`config.mk`:
```
export PLATFORM = sky130hd
export DESIGN_NAME = full_adder_bist
export DESIGN_NICKNAME = d
export VERILOG_FILES = /design/src/rtl/full_adder_bist.sv
export SDC_FILE = /design/constraint.sdc
export NUM_CORES = 1
export LEC_CHECK = 0
export BUFFER_PORTS_ARGS = -buffer_cell sky130_fd_sc_hd__buf_2
export CAP_MARGIN = 10
export CORE_MARGIN = 2
export CORE_UTILIZATION = 59
export CTS_CLUSTER_SIZE = 14
export DETAILED_ROUTE_END_ITERATION = 16
export PLACE_DENSITY = 0.79
export SYNTH_ARGS = -nofsm -noshare
export SYNTH_HDL_FRONTEND = slang
export SYNTH_SLANG_ARGS = --single-unit
```
`constraint.sdc`:
```
create_clock -name clock -period 5.5 [get_ports clock]
set_input_delay 0.275 -clock clock [delete_from_list [all_inputs] [get_ports clock]]
set_output_delay 0.275 -clock clock [all_outputs]
set_load 0.005 [all_outputs]
```
`src/rtl/full_adder_bist.sv`:
```
// rtl/full_adder_bist.sv - BIST controller that applies all eight vectors to a 1-bit full adder and grades its responses
// Optional feature macro: FULL_ADDER_BIST_STOP_ON_FAIL_EN (first mismatch ends the run)
module full_adder_bist #(
    parameter int SETTLE_CYCLES = 2,
    parameter int ERR_W         = 4
) (
    input  logic             clock,
    input  logic             reset,
    input  logic             start,
    output logic [2:0]       dut_inputs,
    input  logic [1:0]       dut_outputs,
    output logic             busy,
    output logic             done,
    output logic             pass,
    output logic [ERR_W-1:0] err_count,
    output logic [2:0]       fail_vector
);

    typedef enum logic [1:0] {
        ST_IDLE = 2'd0,
        ST_RUN  = 2'd1,
        ST_DONE = 2'd2
    } state_t;

    // Settle counter value on which the held vector is graded
    localparam logic [7:0]       SETTLE_LAST = 8'(SETTLE_CYCLES - 1);
    localparam logic [ERR_W-1:0] ERR_MAX     = '1;

    state_t           r_state;
    logic [2:0]       r_vec;
    logic [7:0]       r_cnt;
    logic             r_busy;
    logic             r_done;
    logic             r_pass;
    logic [ERR_W-1:0] r_err;
    logic [2:0]       r_fail_vector;

    logic             w_settled;
    logic [1:0]       w_expected;
    logic             w_mismatch;
    logic             w_first_fail;
    logic [ERR_W-1:0] w_err_next;
    logic             w_stop_now;

    // Grade the current vector against the arithmetic sum of its three bits
    always_comb begin
        w_settled    = (r_cnt == SETTLE_LAST);
        w_expected   = {1'b0, r_vec[2]} + {1'b0, r_vec[1]} + {1'b0, r_vec[0]};
        w_mismatch   = (dut_outputs != w_expected);
        // The counter saturates and never wraps, so zero means no failure seen yet
        w_first_fail = w_mismatch && (r_err == '0);
        w_err_next   = r_err;
        if (w_mismatch && (r_err != ERR_MAX)) begin
            w_err_next = r_err + ERR_W'(1);
        end
    end

`ifdef FULL_ADDER_BIST_STOP_ON_FAIL_EN
    // A mismatch ends the run; the vector counter is left on the failing vector
    assign w_stop_now = w_mismatch;
`else
    assign w_stop_now = 1'b0;
`endif

    // Control FSM with all results held in registers
    always_ff @(posedge clock) begin
        if (reset) begin
            r_state       <= ST_IDLE;
            r_vec         <= 3'd0;
            r_cnt         <= 8'd0;
            r_busy        <= 1'b0;
            r_done        <= 1'b0;
            r_pass        <= 1'b0;
            r_err         <= '0;
            r_fail_vector <= 3'd0;
        end else begin
            case (r_state)
                ST_IDLE, ST_DONE: begin
                    if (start) begin
                        r_state       <= ST_RUN;
                        r_vec         <= 3'd0;
                        r_cnt         <= 8'd0;
                        r_busy        <= 1'b1;
                        r_done        <= 1'b0;
                        r_pass        <= 1'b0;
                        r_err         <= '0;
                        r_fail_vector <= 3'd0;
                    end
                end
                ST_RUN: begin
                    if (w_settled) begin
                        r_cnt <= 8'd0;
                        r_err <= w_err_next;
                        if (w_first_fail) begin
                            r_fail_vector <= r_vec;
                        end
                        if (w_stop_now || (r_vec == 3'd7)) begin
                            r_state <= ST_DONE;
                            r_busy  <= 1'b0;
                            r_done  <= 1'b1;
                            r_pass  <= (w_err_next == '0);
                        end else begin
                            r_vec <= r_vec + 3'd1;
                        end
                    end else begin
                        r_cnt <= r_cnt + 8'd1;
                    end
                end
                default: begin
                    r_state <= ST_IDLE;
                end
            endcase
        end
    end

    assign dut_inputs  = r_vec;
    assign busy        = r_busy;
    assign done        = r_done;
    assign pass        = r_pass;
    assign err_count   = r_err;
    assign fail_vector = r_fail_vector;

endmodule
```
==> metrics.yaml, run 1 <==
outcome: "complete, no violations"
place_congestion: 0.873
drtPass1Iterations: 4
ir_drop_uv: 188
die_w_um: 49.8
cts_root_buf: "clkbuf_4"
reg2reg_slack_ps: 3320
cap_violations: 0
r2r_cells: 5
synth-seq-cells: 23
cts_max_level: 1
synthCells: 148
grt_max_degree: 18
ctsHoldBuffers: 0
cts_sinks: 23
drc: 0
worstReg2RegStart: "r_state[0]"
dp_hpwl_um: 1910
area_growth_pct: 10.5
synth_fp_nets: 160
grt_pass1_vias: 1005
yosysSeqAreaShare_pct: 37.2
finalCritPeriodShare_pct: 39.6
worst_setup_path_end_kind: "flip-flop"
antenna_cells: 0
hold_path_class: "primary input to flip-flop"
num-fill-cells: 181
p_leak_nw: 0.540
worst_clock_skew_ps: 3.82
io-pin-count: 18
fin_crit_ps: 2180
portBuffers: 17
r2r_end: "fail_vector[2]"
drt_iter0_drc: 35
min_from: "start"
tightest_slew_ps: 811
grt_pass1_wl_um: 4400
slew_headroom_pct: 45.9
track_usage_pct: 22.8
fmax_ghz: 0.459
cp.arrival_ps: 2430
cts_resized: 0
hold_viol: 0
holdPathEnd: "r_state[1]"
maxSlewViolCount: 0
multi_input_area_sq_um: 729
final_common_cell: "dfxtp_1"
final_nets: 178
p_per_area_nw_per_um2: 214
syn_area_per_cell_sq_um: 8.35
power_mw: 0.292
final_cell_mix: "dfxtp_1, nor2_1, buf_2, nand3_1, a21oi_1"
register_area_sq_um: 460
cts_buffer_depth: 2
rsz0062_at_grt: "no"
numCtsBuffers: 3
die_area_sq_um: 2480
setup.worst_path.start: "r_state[0]"
design_area_sq_um: 1370
post_drt_via_cell_ratio: 5.84
ys_warn_count: 0
cp_max_fo: 12
setup_tns_ps: 0
wl_um: 2600
crit_required_ps: 5750
startpoint_type: "flip-flop"
grt_overflow: 0
synth_cell_types: 39
core_sq_um: 1960
insertion_delay_ps: 310
tritoncts: "done"
cts.reportedPaths.clkPinSlew_ps: 130
dpl_cell_area_sq_um: 1340
antenna_found_initial: 0
drive_above_1_share_pct: 15.8
detail-route-antenna-nets: 0
mappedNetlistArea_sq_um: 1240
die_h_um: 49.8
setup_violations: 0
rows: 16
whs_path_depth: 4
cts_setup_buffers: 0
start_util_pct: 63.0
num_vias: 1122
wire_per_inst_um: 13.5
path_class: "flip-flop to flip-flop"
==> synthesized netlist by cell type <==
cell type / n / area share, %
a21o_1: 1 / 0.61
a21oi_1: 12 / 4.9
a221oi_1: 1 / 0.71
a22oi_1: 3 / 1.8
a311oi_1: 2 / 1.4
a31oi_1: 3 / 1.5
a32o_1: 2 / 1.6
and3_1: 1 / 0.51
buf_2: 1 / 0.40
clkbuf_1: 3 / 0.91
dfxtp_1: 23 / 37
fa_1: 1 / 1.6
ha_1: 6 / 6.1
inv_1: 8 / 2.4
mux2_2: 1 / 0.91
mux2i_1: 1 / 0.81
nand2_1: 7 / 2.1
nand2b_1: 6 / 3.0
nand3_1: 12 / 4.9
nand4_1: 1 / 0.51
nor2_1: 22 / 6.7
nor2b_1: 2 / 1.0
nor3_1: 4 / 1.6
nor3_2: 1 / 0.81
nor3b_1: 1 / 0.61
nor4_1: 3 / 1.5
nor4b_1: 1 / 0.71
o211ai_1: 1 / 0.61
o21a_1: 1 / 0.61
o21ai_0: 2 / 0.81
o21ai_1: 1 / 0.40
o22ai_1: 2 / 1.0
o311ai_4: 1 / 2.1
o31ai_1: 3 / 1.8
or2_2: 1 / 0.51
or3_1: 1 / 0.51
or4b_4: 1 / 1.1
xnor2_1: 3 / 2.1
xor2_1: 2 / 1.4
==> stage by stage <==
stage	instances	hold slack, ps	setup slack, ps	util, %
after global placement	188	455	3400	68.2
after CTS	192	314	3320	69.6
after floorplan	148	461	3430	-
final	192	328	3320	69.6
after global routing	192	326	3070	69.6
after detailed placement	188	461	3340	68.2
==> flip-flops by register name (all words and copies together) (netlist names) <==
| register | cells |
|---|---|
| busy | 1 |
| r_cnt | 8 |
| pass | 1 |
| dut_inputs | 3 |
| fail_vector | 3 |
| done | 1 |
| err_count | 4 |
| r_state | 2 |
==> critical path, stage by stage (launching register included) <==
cell	delay (ps)
dfxtp_1	420
nor2b_1	680
a31oi_1	290
a21oi_1	420
nand3_1	120
a21oi_1	180
==> worst max path at each step <==
stage / endpoint / slack, ps
floorplan: err_count[3] / 3430
global placement: err_count[3] / 3400
detailed placement: fail_vector[2] / 3340
CTS: pass / 3320
global route: pass / 3070
finish: fail_vector[2] / 3320
==> metal layers <==
layer	global-route usage, %	vias to the layer above	part of all wire, %
met5	0	-	0
met4	2.78	0	0
met3	6.36	0	5.8
met2	38.2	31	46
met1	30.1	522	48
li1	-	569	-
==> cell families (layout without fill, tap and decap cells) <==
kind of cell	after synthesis	count (layout)	share of synthesized area, %
mux	2	2	1.72
flops	23	23	37.2
simple gates	64	64	26.1
compound gates	35	35	19.9
fa+ha+maj	7	7	7.69
xor+xnor	5	5	3.54
buf+inv	12	29	3.74
==> power by group <==
part	total [mW]	internal (mW)	switching [mW]
Sequential	0.172	0.170	0.00298
Clock	0.0782	0.0272	0.0510
Combinational	0.0415	0.0150	0.0265
==> area by class of cell <==
| class | instances | area share, % |
|---|---|---|
| multi-input combinational | 113 | 53.4 |
| clock buffer | 3 | 1.65 |
| timing repair buffer | 17 | 6.23 |
| inverter | 8 | 2.20 |
| sequential | 23 | 33.7 |
| clock inverter | 1 | 0.366 |
| tap | 27 | 2.47 |
Power figures use the tool's default switching activity.
==> inputs of run 2 (changes only) <==
- CORE_UTILIZATION: 59 -> 50
- PLACE_DENSITY: 0.79 -> 0.71
- clock period: 5.5 -> 1.9 ns (I/O delays scaled with it)
==> run 2 against run 1 <==
The run now ends with negative setup slack left. Power rose to 3.0 times the previous value. Clock power grew to 2.9 times the previous value. Register-to-register slack worse by 3400 ps. Critical endpoint is now pass. Highest routed layer is now met4.
==> metrics.yaml, run 2 (synthesized netlist as in run 1, its figures left out) <==
area_growth_pct: 23.6
startpoint_type: "flip-flop"
post-place-cells: 205  # +9.0%
ir_drop_uv: 425  # +130%
setup_tns_ps: -55.2  # -55.2 ps
worst_setup_path_end_kind: "flip-flop"
drt_iter0_drc: 28  # -20%
insertion_delay_ps: 310  # about the same
largest_reg_flops: 8  # unchanged
switching_share_pct: 26.9  # -0.64 points
portBuffers: 17  # unchanged
cts_root_buf: "clkbuf_4"
rows: 18  # +2
dp_hpwl_um: 2100  # +10%
final_nets: 191  # +7.3%
fin_hold_ws_ps: 133  # -195 ps
outcome: "finished with violations"
combPwrFrac_pct: 17.9  # +3.7 points
slew_headroom_pct: 72.2  # +26 points
die_area_sq_um: 2890  # +16%
worst_clock_skew_ps: 4.81  # +0.993 ps
grt_pass1_vias: 1060  # +5.5%
start_util_pct: 51.3  # -12 points
grt_max_degree: 18  # unchanged
grt_pass1_wl_um: 4490  # +2.2%
die_w_um: 53.7  # +7.9%
io-pin-count: 18  # unchanged
p_seq_share_pct: 56.7  # -2.3 points
wire_per_inst_um: 13.2  # -2.3%
num_vias: 1172  # +4.5%
detail-route-antenna-nets: 0  # unchanged
place_congestion: 0.828  # -5.2%
fin_ws_ps: -36.5  # -3360 ps
cts_sinks: 23  # unchanged
numCtsBuffers: 3  # unchanged
maxSlewViolCount: 0  # unchanged
setup_violations: 2  # +2
antenna_cells: 0  # unchanged
cp.arrival_ps: 2170  # -260 ps
final_cell_mix: "nor2_1, dfxtp_1, buf_2, buf_4, nand3_1"
tightest_slew_ps: 416  # -394 ps
cts_max_level: 1  # unchanged
ctsHoldBuffers: 0  # unchanged
grt_overflow: 0  # unchanged
drc: 0  # unchanged
rsz0062_at_grt: "yes"
regMostFlops: "r_cnt"
fin_crit_ps: 1940  # -240 ps
cts.reportedPaths.clkPinSlew_ps: 120  # about the same
drtPass1Iterations: 5  # +1
core_sq_um: 2410  # +23%
hold_path_class: "primary input to flip-flop"
post_drt_via_cell_ratio: 5.63  # -3.6%
cts_buffer_depth: 2  # unchanged
num-fill-cells: 219  # +21%
antenna_found_initial: 0  # unchanged
p_leak_nw: 0.630  # +17%
fin_util_pct: 63.4  # -6.2 points
failed_checks: "negative setup slack"
path_class: "flip-flop to flip-flop"
clkPwrFrac_pct: 25.4  # -1.4 points
p_int_mw: 0.641  # +200%
crit_required_ps: 2130  # -3620 ps
drive_above_1_share_pct: 30.3  # +15 points
hold_viol: 0  # unchanged
finalCritPeriodShare_pct: 102  # +62 points
cap_violations: 0  # unchanged
fmax_ghz: 0.516  # +12%
tritoncts: "done"
track_usage_pct: 20.8  # -2.0 points
place_ws_ps: -46.9  # -3390 ps
final_cells: 208  # +8.3%
p_per_area_nw_per_um2: 574  # +170%
wl_um: 2750  # +5.8%
p_switching_mw: 0.236  # +190%
die_h_um: 53.7  # +7.9%
cp_max_fo: 4  # -8
==> run 2: worst paths after layout <==
check | start | endpoint | slack, ps | depth (start not counted)
min reg2reg | fail_vector[0] | fail_vector[0] | 480 | 2
min | reset | dut_inputs[2] | 130 | 2
max | dut_inputs[2] | pass | -40 | 8
max reg2reg | dut_inputs[2] | pass | -40 | 8
==> run 2: what timing repair did <==
| action | in CTS | in global routing |
|---|---|---|
| resized for setup | 3 | 6 |
| buffers inserted | 0 | 0 |
| cloned | 0 | 0 |
| pin swaps | 5 | 9 |
| setup endpoints to repair | 2 | 7 |
==> run 2: power groups by stage <==
stage          combinational (mW)  sequential [mW]  clock [mW]
6_report                    0.157            0.497       0.223
5_1_grt                     0.171            0.498       0.251
4_1_cts                     0.154            0.497       0.229
3_5_place_dp                0.152            0.508           0
3_3_place_gp                0.149            0.507           0
2_1_floorplan              0.0942            0.509           0
==> run 2: through the flow <==
stage	power, mW	instance area [sq um]
after floorplan	0.603	1260
after global placement	0.656	1470
final	0.877	1530
after detailed placement	0.660	1470
after CTS	0.880	1510
after global routing	0.921	1530
==> run 2: routing by layer <==
metal | up-vias | GRT usage [%] | wire (um)
li1 | 592 | - | -
met1 | 539 | 27.0 | 1290
met2 | 33 | 36.2 | 1330
met3 | 8 | 2.78 | 97
met4 | 0 | 5.13 | 39
met5 | - | 0 | 0
==> run 2: layout make-up <==
type | count | area, sq um | area share, %
inverter | 8 | 30.0 | 1.97
timing repair buffer | 30 | 183 | 12.0
clock buffer | 4 | 26.3 | 1.72
tap | 30 | 37.5 | 2.46
sequential | 23 | 464 | 30.4
multi-input combinational | 113 | 787 | 51.5
==> run 2: critical path, cell delays in order, from the launching register on <==
cell     delay (ps)
dfxtp_2         360
inv_2            40
fa_1            500
xnor2_2         230
nor2_2           70
buf_4           150
nor4_2          250
nor3_1           90
o31ai_2         170
